--- src/rtl/fetch_pkg.sv ---
// Shared widths, halt encoding and state enumeration for the instruction fetch unit.
package fetch_pkg;
    localparam int ADDR_W = 5;
    localparam int INSTR_W = 32;
    localparam logic [INSTR_W-1:0] HALT_WORD = 32'hFFFF_FFFF;

    typedef enum logic [1:0] {
        IDLE   = 2'd0,
        RUN    = 2'd1,
        HALTED = 2'd2
    } fetch_state_t;
endpackage

--- src/rtl/fetch_buffer.sv ---
// Two-entry FIFO holding fetched {pc, instruction} pairs; flush clears it.
module fetch_buffer #(
    parameter int W = 37
) (
    input  logic         clk,
    input  logic         rst_n,
    input  logic         push,
    input  logic         pop,
    input  logic         flush,
    input  logic [W-1:0] din,
    output logic [1:0]   count,
    output logic [W-1:0] head
);
    logic [W-1:0] tail;
    logic         do_pop;
    logic         do_push;

    assign do_pop  = pop && (count != 2'd0);
    assign do_push = push && ((count != 2'd2) || do_pop);

    always_ff @(posedge clk or negedge rst_n) begin
        if (!rst_n) begin
            count <= 2'd0;
            head  <= '0;
            tail  <= '0;
        end else if (flush) begin
            count <= 2'd0;
        end else begin
            case ({do_push, do_pop})
                2'b10: begin
                    if (count == 2'd0) head <= din;
                    else               tail <= din;
                    count <= count + 2'd1;
                end
                2'b01: begin
                    head  <= tail;
                    count <= count - 2'd1;
                end
                2'b11: begin
                    // Count stays put; with one entry the new word goes straight to the head.
                    if (count == 2'd1) begin
                        head <= din;
                    end else begin
                        head <= tail;
                        tail <= din;
                    end
                end
                default: ;
            endcase
        end
    end
endmodule

--- src/rtl/instruction_fetch.sv ---
// Fetch unit: walks the PC through instruction memory into a 2-deep buffer,
// stopping on the halt encoding and restarting on redirect.
module instruction_fetch #(
    parameter int ADDR_W = fetch_pkg::ADDR_W,
    parameter int INSTR_W = fetch_pkg::INSTR_W,
    parameter logic [INSTR_W-1:0] HALT_WORD = fetch_pkg::HALT_WORD
) (
    input  logic               clk,
    input  logic               rst_n,
    input  logic               start,
    input  logic               redirect,
    input  logic [ADDR_W-1:0]  redirect_pc,
    output logic [ADDR_W-1:0]  address,
    output logic               rd,
    input  logic [INSTR_W-1:0] instruction_out,
    output logic               ir_valid,
    input  logic               ir_ready,
    output logic [INSTR_W-1:0] ir,
    output logic [ADDR_W-1:0]  ir_pc,
    output logic               halted
);
    import fetch_pkg::*;

    fetch_state_t        state;
    logic [ADDR_W-1:0]   pc;
    logic [1:0]          count;
    logic                pop;
    logic                push_en;
    logic                flush;
    logic [ADDR_W+INSTR_W-1:0] head;

    assign rd       = 1'b1;
    assign address  = pc;
    assign ir_valid = (count != 2'd0);
    assign pop      = ir_valid && ir_ready;
    assign push_en  = (state == RUN) && !redirect && ((count != 2'd2) || pop);
    assign flush    = redirect && (state != IDLE);
    assign {ir_pc, ir} = head;

    fetch_buffer #(
        .W(ADDR_W + INSTR_W)
    ) u_buf (
        .clk   (clk),
        .rst_n (rst_n),
        .push  (push_en),
        .pop   (pop),
        .flush (flush),
        .din   ({pc, instruction_out}),
        .count (count),
        .head  (head)
    );

    always_ff @(posedge clk or negedge rst_n) begin
        if (!rst_n) begin
            state  <= IDLE;
            pc     <= '0;
            halted <= 1'b0;
        end else begin
            case (state)
                IDLE: begin
                    if (start) begin
                        state <= RUN;
                        pc    <= '0;
                    end
                end
                RUN: begin
                    if (redirect) begin
                        pc <= redirect_pc;
                    end else if (push_en) begin
                        pc <= pc + 1'b1;
                        if (instruction_out == HALT_WORD) begin
                            state  <= HALTED;
                            halted <= 1'b1;
                        end
                    end
                end
                HALTED: begin
                    if (redirect) begin
                        state  <= RUN;
                        halted <= 1'b0;
                        pc     <= redirect_pc;
                    end
                end
                default: begin
                    state  <= IDLE;
                    halted <= 1'b0;
                end
            endcase
        end
    end
endmodule

--- config.mk ---
export PLATFORM = sky130hd
export DESIGN_NAME = instruction_fetch
export DESIGN_NICKNAME = d
export VERILOG_FILES = /design/src/rtl/fetch_pkg.sv /design/src/rtl/fetch_buffer.sv /design/src/rtl/instruction_fetch.sv
export SDC_FILE = /design/constraint.sdc
export NUM_CORES = 1
export LEC_CHECK = 0
export CORE_MARGIN = 8
export CORE_UTILIZATION = 34
export CTS_CLUSTER_DIAMETER = 120
export DETAILED_ROUTE_END_ITERATION = 7
export SLEW_MARGIN = 40
export SYNTH_ARGS = -nofsm -noshare
export SYNTH_HDL_FRONTEND = slang
export SYNTH_SLANG_ARGS = --single-unit
--- constraint.sdc ---
create_clock -name clk -period 2 [get_ports clk]
set_input_delay 0.4 -clock clk [delete_from_list [all_inputs] [get_ports clk]]
set_output_delay 0.4 -clock clk [all_outputs]
set_load 0.02 [all_outputs]
==> metrics.cfg, run 1 <==
[timing]
min_period_over_period_pct = 101
holdWs_ns = 0.0593
rsz0062_at_grt = true
fin_crit_ns = 2.03
slew_violations = 0
worst_slack_ns = -0.0265
setup_viol = 20
final.setup.tns_ns = -0.273
hold_viol = 0
fin_worst_skew_ns = 0.00927
max_freq_mhz = 493

[power_and_ir_drop]
powerDensity_nw_per_um2 = 1680
irDropWorstVdd_mv = 0.776
total_power_mw = 10.2
power.leakage_nw = 2.62

[synthesis]
yosys.cell_types.count = 38
synthCells = 304
ys_ff_latch = 84
synth_nets = 356
muxShareOfSynthArea_pct = 31.1
avgSynthCellArea_um2 = 13.7
synth_compound_area_share_pct = 5.66
seq_area_frac_synth_pct = 50.6
netlist_area_um2 = 4150
synth_simple_gate_area_share_pct = 5.94
synth_top_family_by_area = multiplexers
yosys_warnings = 0
synth_fa_ha_area_share_pct = 3.01
synth_xor_xnor_area_share_pct = 0.422

[placement]
place.gp.congestion = 0.754
dp_slack_ns = -0.312
post-place-cells = 547
port_buffers = 85
place_area_um2 = 5370
hpwlAfterDp_um = 7170

[global_route]
grt_max_degree = 85
grt_pass1_wl_um = 17200
overflow = 0
antenna_found_initial = 0
grt_pass1_vias = 3204
grtUsageTotal_pct = 13.4

[detailed_routing]
first_pass_iters = 4
drc = 0
postRouteWirelength_um = 11200
vias_per_cell = 5.14
vias = 2989
wl_per_cell_um = 19.2
drtAntennaViolNets = 0
drtIter0Drc = 216

[worst_setup_path]
max_stage_delay_ns = 0.53
crit_top_cell = buf_4
crit_slowest_cell = clkdlybuf4s50_1
cp_num_buf_inv = 4
critPathArrivalTime_ns = 2.24
start_kind = primary input
critPathKind = in -> reg
crit_chain = clkdlybuf4s50_1 -> buf_4 -> a2111oi_4 -> buf_4 -> buf_8 -> mux2_2
end_kind = flop
cp_top_family = buffers and inverters
critPathMaxFanout = 18
required_ns = 2.21

[clocking]
clk_latency_ns = 0.33
root_buffer = clkbuf_16
cts_made_buffers = 9
htree_num_levels = 3
clk_pin_slew_ns = 0.07
cts.sinks = 84
clockBufferDepth = 2
tritoncts = built

[status]
violations = negative setup slack
outcome = finished with violations

[layout]
antennaDiodeCount = 0
nFillCells = 1044
fin_nets = 482
stdcell_count = 582
fin_area_um2 = 6060
area_delta_synth_final_pct = 45.9
seqCellArea_um2 = 2100
final_util_pct = 50.6
drive_gt1_share_pct = 43.4
multi_input_area_um2 = 2040

[die]
core_um2 = 12000
design.die.area_um2 = 16000
io_pins = 87
dieWidth_um = 127
placementRows = 40
die_h_um = 127
initial_utilization_pct = 34.7

[flow_run]
cap_viol_max_count = 0

[worst_hold_path]
hold_path_class = in -> async

cells by family (layout without fill, tap and decap cells):
logic type      Yosys count  in the layout
mux                     115            115
flops                    84             84
simple gates             44             44
compound gates           27             27
buf+inv                  21            152
fa+ha+maj                10             10
xor+xnor                  2              2
other cells               1              1
area by class of cell:
type	instances	share of cell area, %
Clock inverter	7	1.22
Clock buffer	9	3.72
Multi-Input combinational cell	199	33.6
Tap cell	147	3.04
Sequential cell	84	34.7
Timing Repair Buffer	130	23.3
Inverter	6	0.372
metal layers:
| layer | global-route usage (%) | vias to the layer above | wire length (µm) |
|---|---|---|---|
| met5 | 0 | - | 0 |
| met4 | 2.48 | 0 | 33 |
| met3 | 5.07 | 2 | 783 |
| met2 | 21.3 | 86 | 5110 |
| met1 | 17.0 | 1528 | 5230 |
| li1 | - | 1373 | - |
path summary, 6_finish.rpt:
check                                       to      startpoint  slack [ns]  depth (start not counted)
worst max-delay path            u_buf.tail[35]        ir_ready       -0.03                          6
worst min-delay path            u_buf.count[0]           rst_n        0.06                          2
worst max register to register  u_buf.head[30]  u_buf.count[1]           0                         10
worst min register to register  u_buf.tail[18]  u_buf.tail[18]        0.49                          1
max in group asynchronous           address[1]           rst_n        1.52                          2
min in group clk                u_buf.tail[18]  u_buf.tail[18]        0.49                          1
Yosys cell counts:
master	number	area [µm²]
ha_1	10	125
a21o_1	3	22.5
conb_1	1	3.75
a311oi_2	1	15.0
nand2b_1	2	12.5
a21oi_2	1	8.76
nor2_1	4	15.0
nor3_1	4	20.0
o2bb2ai_1	4	35.0
a21oi_4	1	16.3
dfrtp_1	84	2100
buf_4	4	30.0
nor2b_1	5	31.3
mux2_2	112	1260
a2111oi_4	1	27.5
xnor2_1	2	17.5
nand4_1	10	62.6
a311oi_1	2	17.5
mux2i_1	2	20.0
inv_1	6	22.5
o21ai_0	4	20.0
buf_6	4	45.0
a31oi_1	2	12.5
o311ai_0	1	8.76
nor4_1	2	12.5
and2b_1	2	15.0
nand3_1	8	40.0
clkbuf_2	1	5.00
mux2_1	1	11.3
nand2_1	4	15.0
clkbuf_1	2	7.51
buf_2	4	20.0
or2b_1	1	7.51
a21oi_1	2	10.0
a22oi_1	3	22.5
o211a_1	1	10.0
a32oi_1	1	8.76
nand3b_1	2	15.0
sequential cells by signal, indices dropped and copies added, names as in the netlist:
name and flops:
u_buf.head 37, halted 1, state 2, u_buf.tail 37, u_buf.count 2, address 5
report_power, final:
group	internal, mW	switching [mW]	leakage [nW]
combinational	3.18	2.31	1.44
clock	0.979	0.694	0.152
sequential	2.52	0.480	1.03
total	6.68	3.48	2.62
cells in the final DEF, fill, tap and decap left out, types with 3 or more instances in the layout:
| master | Yosys | layout |
|---|---|---|
| mux2_2 | 112 | 99 |
| dfrtp_1 | 84 | 84 |
| clkdlybuf4s50_1 | 0 | 82 |
| buf_4 | 4 | 24 |
| mux2_4 | 0 | 13 |
| clkbuf_16 | 0 | 13 |
| nand4_1 | 10 | 10 |
| buf_6 | 4 | 9 |
| nand3_1 | 8 | 8 |
| ha_1 | 10 | 6 |
| buf_12 | 0 | 6 |
| inv_1 | 6 | 4 |
| o21ai_0 | 4 | 4 |
| nor3_1 | 4 | 4 |
| nor2_1 | 4 | 4 |
| nand2_1 | 4 | 4 |
| o2bb2ai_1 | 4 | 4 |
| a21oi_4 | 1 | 3 |
| nor2b_1 | 5 | 3 |
| a21o_1 | 3 | 3 |
| a22oi_1 | 3 | 3 |
| clkinv_2 | 0 | 3 |
repair_timing:
action,4_1_cts,5_1_grt
endpoints found under the setup margin,38,61
pin swaps,0,6
setup buffers,5,9
gates cloned,2,4
hold buffers,0,0
hold endpoints to repair,0,0
resized for setup,10,30
worst register-to-register path, delay by kind of cell, from the launching register on:
kind            cells  cell delay, ns
compound gates      2            0.21
fa+ha+maj           1            0.17
buf+inv             5            0.64
flops               1            0.43
mux                 1            0.29
simple gates        1            0.15
Note: power is estimated with default switching activity, not from simulation.
==> run 2: changes to the inputs <==
--- a/config.mk
+++ b/config.mk
@@ -9,6 +9,7 @@
 export CORE_UTILIZATION = 34
 export CTS_CLUSTER_DIAMETER = 120
 export DETAILED_ROUTE_END_ITERATION = 7
+export HOLD_SLACK_MARGIN = 0.08
 export SLEW_MARGIN = 40
 export SYNTH_ARGS = -nofsm -noshare
 export SYNTH_HDL_FRONTEND = slang
==> results of run 2 <==
Same layout as run 1: the final DEF is identical, and so are final timing and power.
==> run 3: changes to the inputs <==
--- a/config.mk
+++ b/config.mk
@@ -5,11 +5,12 @@
 export SDC_FILE = /design/constraint.sdc
 export NUM_CORES = 1
 export LEC_CHECK = 0
-export CORE_MARGIN = 8
+export ABC_CLOCK_PERIOD_IN_PS = 2000
 export CORE_UTILIZATION = 34
 export CTS_CLUSTER_DIAMETER = 120
 export DETAILED_ROUTE_END_ITERATION = 7
 export HOLD_SLACK_MARGIN = 0.08
+export SKIP_LAST_GASP = 1
 export SLEW_MARGIN = 40
 export SYNTH_ARGS = -nofsm -noshare
 export SYNTH_HDL_FRONTEND = slang
==> run 3 against run 2 <==
- the run still ends with negative setup slack left
- die area decreased by 21%
- sequential share of layout area is 0.84 points lower
- non-clock buffer count increased by 3
- wire length increased by 1.3%
- via count is 1.6% higher
- clock-buffer cell count grew 2
- combinational power is 0.9% higher
- critical endpoint is now u_buf.head[33]
- largest cell class unchanged
- highest routed layer unchanged
==> metrics.cfg, run 3 (synthesis results as in run 1) <==
[global_route]
grt_pass1_vias = 2991  ; -6.6%
overflow = 0  ; unchanged
grtUsageTotal_pct = 16.5  ; +3.2 points
antenna_found_initial = 0  ; unchanged
grt_max_degree = 38  ; -55%
grt_pass1_wl_um = 16100  ; -6.2%

[worst_hold_path]
hold_path_class = reg -> reg
hold_depth = 1

[detailed_routing]
vias = 3036  ; +1.6%
drc = 0  ; unchanged
drtIter0Drc = 155  ; -28%
vias_per_cell = 5.23  ; +1.7%
first_pass_iters = 4  ; unchanged
drtAntennaViolNets = 0  ; unchanged
wl_per_cell_um = 19.5  ; +1.5%
postRouteWirelength_um = 11300  ; +1.3%

[timing]
fin_crit_ns = 2.00  ; -0.0218 ns
setup_viol = 2  ; -90%
worstMarginPinSlew_ns = 0.530
max_freq_mhz = 499  ; +1.1%
min_period_over_period_pct = 100  ; -1.1 points
fin_worst_skew_ns = 0.00914  ; -0.000127 ns
final.setup.tns_ns = -0.00506  ; +0.268 ns
hold_viol = 0  ; unchanged
worst_slack_ns = -0.00468  ; +0.0218 ns
slew_violations = 0  ; unchanged
slew_headroom_pct = 64.6
rsz0062_at_grt = true
holdWs_ns = 0.492  ; +0.433 ns

[clocking]
htree_num_levels = 3  ; unchanged
cts_made_buffers = 9  ; unchanged
tritoncts = built
clk_latency_ns = 0.34  ; about the same
clockBufferDepth = 2  ; unchanged
cts.sinks = 84  ; unchanged
clk_pin_slew_ns = 0.06  ; about the same
root_buffer = clkbuf_16

[die]
io_pins = 87  ; unchanged
initial_utilization_pct = 35.6  ; +0.89 points
dieWidth_um = 113  ; -11%
die_h_um = 113  ; -11%
design.die.area_um2 = 12700  ; -21%
core_um2 = 11700  ; -2.5%
placementRows = 39  ; -2.5%

[layout]
antennaDiodeCount = 0  ; unchanged
fin_nets = 485  ; +0.62%
area_delta_synth_final_pct = 49.5
drive_gt1_share_pct = 43.6  ; +0.16 points
stdcell_count = 581  ; -0.17%
most-common-layout-cells = 84 x mux2_2, 84 x dfrtp_1, 82 x clkdlybuf4s50_1

[status]
outcome = finished with violations
violations = negative setup slack

[power_and_ir_drop]
powerDensity_nw_per_um2 = 1680  ; about the same
power.leakage_nw = 2.70  ; +2.8%
irDropWorstVdd_mv = 0.763  ; -1.7%

[placement]
place.gp.congestion = 0.768  ; +1.9%
port_buffers = 85  ; unchanged
dp_slack_ns = -0.278  ; +0.0336 ns
hpwlAfterDp_um = 6830  ; -4.7%
post-place-cells = 545  ; -0.37%

[worst_setup_path]
critPathKind = reg -> reg
end_kind = flop
required_ns = 2.22  ; about the same
start_kind = flop
critPathArrivalTime_ns = 2.23  ; about the same
reg2reg_depth = 7  ; -3
critPathMaxFanout = 8  ; -10

[flow_run]
cap_viol_max_count = 0  ; unchanged

==> run 3: worst paths after layout <==
kind	startpoint	endpoint	slack, ns
worst min register to register	u_buf.tail[18]	u_buf.tail[18]	0.49
max in group asynchronous	rst_n	u_buf.head[12]	0.75
worst max-delay path	state[0]	u_buf.head[33]	-0.005
min in group asynchronous	rst_n	u_buf.count[0]	0.58
worst min-delay path	u_buf.tail[18]	u_buf.tail[18]	0.49
worst max register to register	state[0]	u_buf.head[33]	-0.005
==> run 3: layout make-up <==
type | instances | area (µm²)
sequential | 84 | 2100
inverter | 6 | 22.5
multi-input combinational | 199 | 2100
fill | 980 | 5450
timing repair buffer | 133 | 1480
clock buffer | 11 | 253
tap | 143 | 179
clock inverter | 5 | 81.3
==> run 3: where the power goes <==
group	leakage [nW]	internal, mW	switching [mW]	total, mW
Sequential	1.03	2.53	0.503	3.03
Clock	0.162	1.16	0.693	1.86
Combinational	1.50	3.21	2.33	5.54
==> run 3: per-layer routing <==
layer / GRT usage [%] / up-vias / share of wire, %
met5: 0 / - / 0
met4: 4.18 / 0 / 1.4
met3: 5.40 / 15 / 5.4
met2: 26.2 / 91 / 47
met1: 21.9 / 1551 / 46
li1: - / 1379 / -
==> run 3: timing repair <==
| item | 4_1_cts | 5_1_grt |
|---|---|---|
| pin swaps | 0 | 6 |
| gates cloned | 1 | 11 |
| hold endpoints to repair | 34 | 0 |
| endpoints found under the setup margin | 38 | 77 |
| hold buffers | 1 | 0 |
| gates resized for setup | 4 | 50 |
| buffers inserted | 3 | 4 |
==> run 3: per-stage QoR <==
step           util [%]  power, mW  instance area [µm²]
6_report           53.2       10.4                 6210
4_1_cts            49.6       9.74                 5790
3_5_place_dp       46.1       7.68                 5380
3_3_place_gp       46.1       7.55                 5380
5_1_grt            53.2       11.0                 6210
2_1_floorplan         -       5.82                 4180
==> run 3: worst max-delay path, stage by stage (launching register included) <==
cell	delay, ns
dfrtp_1	0.42
ha_4	0.18
and2b_2	0.22
a21oi_4	0.17
buf_12	0.18
clkbuf_16	0.16
mux2_2	0.32
mux2_2	0.25
